--- config.mk ---
export PLATFORM = sky130hd
export DESIGN_NAME = imem_loader
export DESIGN_NICKNAME = d
export VERILOG_FILES = /design/src/rtl/imem_loader.sv
export SDC_FILE = /design/constraint.sdc
export NUM_CORES = 1
export LEC_CHECK = 0
export ABC_CLOCK_PERIOD_IN_PS = 1950
export BUFFER_PORTS_ARGS = -buffer_cell sky130_fd_sc_hd__buf_4
export CAP_MARGIN = 10
export CORE_AREA = 2 2 97 99
export CTS_CLUSTER_SIZE = 12
export DETAILED_ROUTE_END_ITERATION = 10
export DIE_AREA = 0 0 99 101
export PLACE_DENSITY = 0.71
export SETUP_SLACK_MARGIN = 0.02
export SLEW_MARGIN = 20
export SYNTH_ARGS = -nofsm -noshare
export SYNTH_HDL_FRONTEND = slang
export SYNTH_SLANG_ARGS = --single-unit
--- constraint.sdc ---
create_clock -name clk -period 1.95 [get_ports clk]
set_clock_uncertainty 0.2 [all_clocks]
set_input_delay 0.2925 -clock clk [delete_from_list [all_inputs] [get_ports clk]]
set_output_delay 0.2925 -clock clk [all_outputs]
set_load 0.01 [all_outputs]
--- src/rtl/imem_loader.sv ---
// imem_loader
//   Boot-time program loader for the instruction memory. A byte stream
//   arriving on a valid/ready handshake carries a 16-bit big-endian word
//   count followed by that many 32-bit big-endian instruction words. Each
//   complete word is written to the instruction memory at word addresses
//   0..N-1, and the CPU is held in reset until the load has finished.
//
// Ports
//   clk        single clock, rising edge
//   rst_n      asynchronous active-low reset
//   start      one-cycle load request (honoured in IDLE, DONE and ERR)
//   in_valid   byte available on in_data
//   in_data    stream byte
//   in_ready   loader accepts a byte this cycle (HDR0, HDR1, DATA)
//   im_we      instruction-memory write strobe, one cycle per word
//   im_waddr   instruction-memory word address
//   im_wdata   instruction word, first stream byte in bits [31:24]
//   busy       load in progress (HDR0, HDR1, DATA)
//   done       load finished successfully
//   err        header count larger than the memory depth
//   cpu_rst_n  active-low CPU reset, released one cycle after done rises
module imem_loader #(
    parameter int ADDR_W = 10
) (
    input  logic              clk,
    input  logic              rst_n,
    input  logic              start,
    input  logic              in_valid,
    input  logic [7:0]        in_data,
    output logic              in_ready,
    output logic              im_we,
    output logic [ADDR_W-1:0] im_waddr,
    output logic [31:0]       im_wdata,
    output logic              busy,
    output logic              done,
    output logic              err,
    output logic              cpu_rst_n
);

    typedef enum logic [2:0] {
        IDLE,
        HDR0,
        HDR1,
        DATA,
        DONE,
        ERR
    } state_t;

    // Memory depth as a 17-bit value so a 16-bit count can be compared
    // against it without overflow for any legal ADDR_W.
    localparam logic [16:0]     DEPTH    = 17'd1 << ADDR_W;
    localparam logic [ADDR_W:0] WCNT_ONE = {{ADDR_W{1'b0}}, 1'b1};

    state_t              state_q, state_d;
    logic [15:0]         count_q, count_d;
    logic [ADDR_W:0]     word_cnt_q, word_cnt_d;
    logic [1:0]          byte_cnt_q, byte_cnt_d;
    logic [23:0]         asm_q, asm_d;
    logic                in_ready_q, in_ready_d;
    logic                im_we_q, im_we_d;
    logic [ADDR_W-1:0]   im_waddr_q, im_waddr_d;
    logic [31:0]         im_wdata_q, im_wdata_d;
    logic                busy_q, busy_d;
    logic                done_q, done_d;
    logic                err_q, err_d;
    logic                cpu_rst_n_q, cpu_rst_n_d;
    logic                accept;
    logic [15:0]         hdr_count;

    // Next-state and datapath logic. in_ready_q is a pure function of the
    // current state, so a transfer is simply in_valid && in_ready_q.
    always_comb begin
        state_d    = state_q;
        count_d    = count_q;
        word_cnt_d = word_cnt_q;
        byte_cnt_d = byte_cnt_q;
        asm_d      = asm_q;
        im_we_d    = 1'b0;
        im_waddr_d = im_waddr_q;
        im_wdata_d = im_wdata_q;
        accept     = in_valid && in_ready_q;
        hdr_count  = {count_q[15:8], in_data};

        case (state_q)
            IDLE, DONE, ERR: begin
                if (start) begin
                    state_d    = HDR0;
                    word_cnt_d = '0;
                    byte_cnt_d = '0;
                end
            end
            HDR0: begin
                if (accept) begin
                    count_d[15:8] = in_data;
                    state_d       = HDR1;
                end
            end
            HDR1: begin
                if (accept) begin
                    count_d[7:0] = in_data;
                    if (hdr_count == 16'd0) begin
                        state_d = DONE;
                    end else if ({1'b0, hdr_count} > DEPTH) begin
                        state_d = ERR;
                    end else begin
                        state_d = DATA;
                    end
                end
            end
            DATA: begin
                if (accept) begin
                    byte_cnt_d = byte_cnt_q + 2'd1;
                    asm_d      = {asm_q[15:0], in_data};
                    // Fourth byte completes the word: issue the write and
                    // finish on this same edge if it was the last word.
                    if (byte_cnt_q == 2'd3) begin
                        im_we_d    = 1'b1;
                        im_wdata_d = {asm_q, in_data};
                        im_waddr_d = word_cnt_q[ADDR_W-1:0];
                        word_cnt_d = word_cnt_q + WCNT_ONE;
                        if (16'(word_cnt_d) == count_q) begin
                            state_d = DONE;
                        end
                    end
                end
            end
            default: begin
                state_d = IDLE;
            end
        endcase

        in_ready_d  = (state_d == HDR0) || (state_d == HDR1) || (state_d == DATA);
        busy_d      = in_ready_d;
        done_d      = (state_d == DONE);
        err_d       = (state_d == ERR);
        // Released only once DONE has been held for a full cycle, so the
        // CPU comes out of reset after the last write has landed.
        cpu_rst_n_d = done_q && (state_d == DONE);
    end

    always_ff @(posedge clk or negedge rst_n) begin
        if (!rst_n) begin
            state_q     <= IDLE;
            count_q     <= '0;
            word_cnt_q  <= '0;
            byte_cnt_q  <= '0;
            asm_q       <= '0;
            in_ready_q  <= 1'b0;
            im_we_q     <= 1'b0;
            im_waddr_q  <= '0;
            im_wdata_q  <= '0;
            busy_q      <= 1'b0;
            done_q      <= 1'b0;
            err_q       <= 1'b0;
            cpu_rst_n_q <= 1'b0;
        end else begin
            state_q     <= state_d;
            count_q     <= count_d;
            word_cnt_q  <= word_cnt_d;
            byte_cnt_q  <= byte_cnt_d;
            asm_q       <= asm_d;
            in_ready_q  <= in_ready_d;
            im_we_q     <= im_we_d;
            im_waddr_q  <= im_waddr_d;
            im_wdata_q  <= im_wdata_d;
            busy_q      <= busy_d;
            done_q      <= done_d;
            err_q       <= err_d;
            cpu_rst_n_q <= cpu_rst_n_d;
        end
    end

    assign in_ready  = in_ready_q;
    assign im_we     = im_we_q;
    assign im_waddr  = im_waddr_q;
    assign im_wdata  = im_wdata_q;
    assign busy      = busy_q;
    assign done      = done_q;
    assign err       = err_q;
    assign cpu_rst_n = cpu_rst_n_q;

endmodule

==> results of run 1 <==
per-stage QoR:
stage | area (sq um) | util | cells | power (W)
2_1_floorplan | 4562 | - | 441 | 0.004090
3_3_place_gp | 5483 | 0.6107 | 643 | 0.004696
3_5_place_dp | 5483 | 0.6107 | 643 | 0.004806
4_1_cts | 5936 | 0.6612 | 674 | 0.006257
5_1_grt | 6030 | 0.6716 | 677 | 0.006670
6_report | 6030 | 0.6716 | 677 | 0.006333
power breakdown:
part,switching [W],internal [W]
sequential,0.000365,0.00264
combinational,0.000966,0.00101
clock,0.000817,0.000534
cells in the mapped netlist, types with 3 or more instances:
cell	number	share of area
nand4_1	3	0.0041
o31ai_1	4	0.0066
nand3_1	10	0.011
buf_2	9	0.0099
a31oi_1	3	0.0041
dfrtp_1	103	0.57
nor2_1	18	0.015
nand2_1	139	0.11
inv_1	4	0.0033
o21ai_1	15	0.017
o21ai_0	4	0.0044
mux2_2	16	0.040
a21oi_1	9	0.0099
and3_1	5	0.0069
nor4_1	3	0.0041
xor2_1	5	0.0096
clkbuf_1	8	0.0066
or3_1	3	0.0041
mux2_1	23	0.057
nor3_1	5	0.0055
buf_4	3	0.0050
xnor2_1	10	0.019
routing by layer:
layer  routed length (um)  track usage  part of all wire
met1                 4863       0.3063              0.45
met2                 5194       0.3669              0.48
met3                  506      0.03121             0.047
met4                  227       0.1001             0.021
met5                    0            0                 0
state kept, by name, summed over array words and instances, names as in the netlist, 2 cells and up:
| register | flops |
|---|---|
| byte_cnt_q | 2 |
| asm_q | 24 |
| word_cnt_q | 11 |
| im_wdata | 32 |
| count_q | 16 |
| im_waddr | 10 |
| state_q | 3 |
worst max-delay path: cells and delay by family, from the launching register on:
family / cells / cell delay [ps]
simple gates: 4 / 880
flops: 1 / 410
compound gates: 2 / 350
fa+ha+maj: 1 / 200
area by class of cell:
class | instances | area, sq um
fill | 714 | 2948
sequential | 103 | 2584
multi-input combinational | 311 | 2022
timing repair buffer | 130 | 1059
tap | 111 | 138.9
clock buffer | 10 | 137.6
clock inverter | 6 | 62.56
inverter | 6 | 26.28
final timing paths:
path / startpoint / to
hold / removal: in_data[1] / im_wdata[1]$_DFFE_PN0P_
min in group asynchronous: rst_n / done$_DFF_PN0_
max in group asynchronous: rst_n / asm_q[5]$_DFFE_PN0P_
setup reg to reg: word_cnt_q[1]$_DFFE_PN0P_ / state_q[1]$_DFF_PN0_
setup / recovery: word_cnt_q[1]$_DFFE_PN0P_ / state_q[1]$_DFF_PN0_
hold reg to reg: asm_q[21]$_DFFE_PN0P_ / im_wdata[29]$_DFFE_PN0P_
placed cells by master (no fill, tap or decap), types with 7 or more instances in the layout:
| cell | count |
|---|---|
| dlygate4sd3_1 | 7 |
| a21oi_1 | 7 |
| o21ai_1 | 15 |
| clkbuf_8 | 10 |
| xnor2_1 | 9 |
| mux2_1 | 23 |
| mux2_2 | 16 |
| buf_4 | 115 |
| nand2_1 | 138 |
| dfrtp_1 | 98 |
| nor2_1 | 18 |
| nand3_1 | 9 |
logic make-up after synthesis:
family          count (synthesis)
simple gates                  204
flops                         103
compound gates                 50
mux                            40
buf+inv                        27
xor+xnor                       15
fa+ha+maj                       2
what timing repair did:
action,in CTS,in global routing
cloned,0,0
endpoints found under the setup margin,12,21
endpoints found under the hold margin,69,0
gates resized for setup,24,15
setup buffers,10,3
hold buffers,7,0
pin swaps,17,11
==> impl_metrics.yaml, run 1 <==
outcome:
  status: "complete, but fails checks"
  violations: "setup timing"
clock_network:
  numCtsBuffers: 9
  clock_latency_ps: 370
  ctsHtreeMaxLevel: 3
  clk_pin_slew_ps: 110
  cts.sinks: 103
  cts_tree: "done"
  clockRootBuffer: "clkbuf_8"
  cts.path.max_buffers: 2
floorplan:
  coreArea_sq_um: 8977
  die_area_sq_um: 9999
  pin_count: 60
  die_h_um: 101
  num_rows: 35
  initial_core_util: 0.5061
  die_w_um: 99
synth:
  seq_area_frac_synth: 0.5673
  async_flop_share: 1.000
  syn_area_per_cell_sq_um: 10.30
  synthSimpleGateAreaFrac: 0.1988
  netlist_instances: 441
  synth_top_family_by_area: "simple AND/OR/NAND/NOR gates"
  synth_ff_type: "dfrtp_1"
  synth_compound_area_frac: 0.07133
  ys.warnings.count: 0
  synth-edff-count: 0
  synth_area_sq_um: 4543
  synthXorXnorAreaFrac: 0.02892
  synth-seq-cells: 103
  synth_nets: 455
  muxShareOfSynthArea: 0.09887
  ys_types: 53
  yosys.area_share.adder: 0.005508
worst_setup_path:
  reg2reg_depth: 7
  max_stage_delay_ps: 410
  cp.required_ps: 2000
  cp_slowest_cell: "dfrtp_1"
  start_kind: "flip-flop"
  endpoint_kind: "flip-flop"
  crit_fanout: 4
  crit_path_cell_trace: "ha_4 -> nand2_4 -> or3_4 -> a22oi_2 -> nand3_2 -> nor4_4 -> a31oi_1"
  critical_path_class: "flip-flop to flip-flop"
  worstPathArrival_ps: 2200
  r2r_setup_slack_ps: -210
detailed_routing:
  drc: 0
  drt-vias-per-instance: 5.406
  dr.pass1.iters: 4
  num_vias: 3660
  routedWlPerCell_um: 15.94
  drtIter0Drc: 197
  ant_nets: 0
  routed_wl_um: 10790
worst_hold_path:
  hp-class: "primary input to flip-flop"
  holdPathStages: 4
layout:
  n_antenna_cell: 0
  area_growth_pct: 32.72
  fin_nets: 575
  layout-drive-gt1-share: 0.3445
power:
  p_per_area_nw_per_um2: 1050
  leakage_nw: 3.029
  peakVddDrop_mv: 0.6496
sta:
  slew_headroom: 0.7301
  tns_ps: -999.1
  tightest_slew_ps: 404.8
  slew_violations: 0
  timing.fmax_mhz: 463.9
  worst_slack_ps: -205.7
  setup_viol: 6
  period_needed_ps: 2156
  timing.hold.ws_ps: 56.78
  fin_crit_sh: 1.106
  hold_viol: 0
  grt_setup_unrepaired: "true"
place:
  pre_cts_slack_ps: -235.0
  routabilityCongestion: 0.8746
  port_buffers: 59
  dp_hpwl_um: 7460
job:
  cap_viol_max_count: 0
grt:
  antenna_found_initial: 0
  grt_max_degree: 48
  grt_usage: 0.2262
  grt-ovfl-total: 0
  grt_pass1_vias: 3696
  grt_pass1_wl_um: 17810
(Power assumes the default switching activity.)
==> inputs of run 2 (changes only) <==
--- a/config.mk
+++ b/config.mk
@@ -5,14 +5,15 @@
 export SDC_FILE = /design/constraint.sdc
 export NUM_CORES = 1
 export LEC_CHECK = 0
+export ABC_AREA = 1
 export ABC_CLOCK_PERIOD_IN_PS = 1950
 export BUFFER_PORTS_ARGS = -buffer_cell sky130_fd_sc_hd__buf_4
 export CAP_MARGIN = 10
-export CORE_AREA = 2 2 97 99
+export CORE_AREA = 2 2 96 98
 export CTS_CLUSTER_SIZE = 12
 export DETAILED_ROUTE_END_ITERATION = 10
-export DIE_AREA = 0 0 99 101
-export PLACE_DENSITY = 0.71
+export DIE_AREA = 0 0 98 100
+export PLACE_DENSITY = 0.72
 export SETUP_SLACK_MARGIN = 0.02
 export SLEW_MARGIN = 20
 export SYNTH_ARGS = -nofsm -noshare
==> impl_metrics.yaml, run 2 <==
layout:
  layout_commonest_cell: "nand2_1"
  final_cell_mix: "141 x nand2_1, 99 x dfrtp_1, 80 x buf_4, 77 x o21ai_0, 56 x inv_1"
  fin_util: 0.6267
  layout-drive-gt1-share: 0.2579
  fin_cells: 716
  fin_nets: 614
  area_growth_pct: 24.73
  largest_register_ff_count: 32
  n_antenna_cell: 0
synth:
  async_flop_share: 1.000
  synth_ff_type: "dfrtp_1"
  synth_area_sq_um: 4467
  synth-edff-count: 0
  synth_most_common_cell: "nand2_1"
  seq_area_frac_synth: 0.5770
  yosysTopAreaCell: "dfrtp_1"
  synth_common_cells: "152 x nand2_1, 103 x dfrtp_1, 84 x o21ai_0"
  synth.top_cell.area_share: 0.5770
  netlist_instances: 511
  synth_area_leaders: "dfrtp_1 58%, nand2_1 13%, o21ai_0 9.4%"
  synth-seq-cells: 103
  ys.warnings.count: 0
  syn_area_per_cell_sq_um: 8.741
  ys_types: 28
  synth_nets: 525
worst_setup_path:
  r2r_setup_slack_ps: -50
  cp.required_ps: 2060
  critical_path_class: "flip-flop to flip-flop"
  rr_startpoint: "word_cnt_q[0]$_DFFE_PN0P_"
  start_kind: "flip-flop"
  r2r_end: "cpu_rst_n$_DFF_PN0_"
  crit_fanout: 5
  worstPathArrival_ps: 2110
  reg2reg_depth: 13
  endpoint_kind: "flip-flop"
detailed_routing:
  routed_wl_um: 9649
  dr.pass1.iters: 4
  drtIter0Drc: 263
  routedWlPerCell_um: 13.48
  ant_nets: 0
  drt-vias-per-instance: 5.024
  num_vias: 3597
  drc: 0
grt:
  grt-ovfl-total: 0
  antenna_found_initial: 0
  grt_usage: 0.2015
  grt_pass1_wl_um: 15970
  grt_pass1_vias: 3398
  grt_max_degree: 64
sta:
  tns_ps: -56.24
  hold_viol: 0
  slew_violations: 0
  worst_slack_ps: -54.26
  tightest_slew_ps: 441.0
  slew_headroom: 0.7060
  setup_viol: 2
  timing.fmax_mhz: 498.9
  grt_setup_unrepaired: "true"
  period_needed_ps: 2004
  fin_crit_sh: 1.028
worst_hold_path:
  worstHoldEndpoint: "count_q[11]$_DFFE_PN0P_"
  holdPathStages: 3
  hold_start: "in_data[3]"
  hp-class: "primary input to flip-flop"
outcome:
  status: "complete, but fails checks"
  violations: "setup timing"
floorplan:
  num_rows: 35
  initial_core_util: 0.5025
  die_area_sq_um: 9800
  die_h_um: 100
  pin_count: 60
  die_w_um: 98
  coreArea_sq_um: 8890
place:
  place_inst: 684
  port_buffers: 59
  dp_hpwl_um: 6584
  pre_cts_slack_ps: -83.83
  routabilityCongestion: 0.8613
power:
  leakage_nw: 2.780
  p_per_area_nw_per_um2: 1321
  peakVddDrop_mv: 0.6416
  total_power_w: 0.007362
clock_network:
  clockRootBuffer: "clkbuf_8"
  cts_tree: "done"
  cts.sinks: 103
  ctsHtreeMaxLevel: 3
  numCtsBuffers: 9
  cts.path.max_buffers: 2
  clk_pin_slew_ps: 100
  clock_latency_ps: 370
job:
  cap_viol_max_count: 0
run 2: cell types whose count changed in the layout (fill, tap and decap cells not counted), sizes merged, moves of 10 or more:
cell / delta
nand3: +13
mux2: -39
nand2: +18
o21ai: +71
nor2: +10
buf: -36
inv: +58
run 2: logic make-up after synthesis:
kind of cell / synth area share
adders and majority gates: 0.005601
and+or+nand+nor: 0.2216
buffers and inverters: 0.07535
AOI/OAI and AO/OA: 0.1165
DFF: 0.5770
xor gates and xnor gates: 0.003922
run 2: power by group:
group          switching (W)  internal [W]  leakage [nW]
clock network       0.000729      0.000474        0.0846
logic                0.00140       0.00123          1.37
registers           0.000548       0.00298          1.32
total                0.00268       0.00468          2.78
run 2: timing repair:
action                     CTS  global route
cloned                       0             1
hold buffers                 9             0
hold endpoints to repair   111             0
buffers inserted             1             5
resized for setup            8            36
setup endpoints to repair    4            39
pin swaps                    8            14
run 2: through the flow:
step           cell area [sq um]  hold WS, ps
2_1_floorplan               4468       -203.1
4_1_cts                     5438        65.14
5_1_grt                     5572        79.51
6_report                    5572        62.76
3_5_place_dp                5141       -83.43
3_3_place_gp                5141       -87.75
run 2: critical path: stages, from the launching register on:
cell     delay, ps
dfrtp_2        410
ha_4           190
nand2_4         70
nor2_4         170
nand2_2         90
nand2_2         80
nand3_2         60
nand2_2         90
nand4_4        130
nor2_1         120
nand2_1         70
nand3_2        100
nand2_2         70
nor2_2          90
run 2: final cells by class:
cell class | instances | area [sq um]
clock buffers | 10 | 127.6
inverters | 65 | 247.7
clock inverters | 6 | 45.04
flip-flops and latches | 103 | 2582
well taps | 111 | 138.9
repair buffers | 96 | 784.5
multi-input cells | 325 | 1645
fillers | 746 | 3318
run 2: worst max-delay path by stage:
stage	cells after the start	slack (ps)	endpoint	from
floorplan	11	40	cpu_rst_n$_DFF_PN0_	word_cnt_q[0]$_DFFE_PN0P_
global placement	11	6	cpu_rst_n$_DFF_PN0_	word_cnt_q[0]$_DFFE_PN0P_
detailed placement	14	-80	cpu_rst_n$_DFF_PN0_	word_cnt_q[0]$_DFFE_PN0P_
CTS	13	-50	cpu_rst_n$_DFF_PN0_	word_cnt_q[1]$_DFFE_PN0P_
global route	13	-190	cpu_rst_n$_DFF_PN0_	word_cnt_q[1]$_DFFE_PN0P_
finish	13	-50	cpu_rst_n$_DFF_PN0_	word_cnt_q[0]$_DFFE_PN0P_
run 2: per-layer routing:
| layer | up-vias | global-route usage | wire [um] |
|---|---|---|---|
| met5 | - | 0 | 0 |
| met4 | 0 | 0.06624 | 167 |
| met3 | 17 | 0.03064 | 472 |
| met2 | 76 | 0.3182 | 4555 |
| met1 | 1705 | 0.2899 | 4453 |
| li1 | 1799 | - | - |
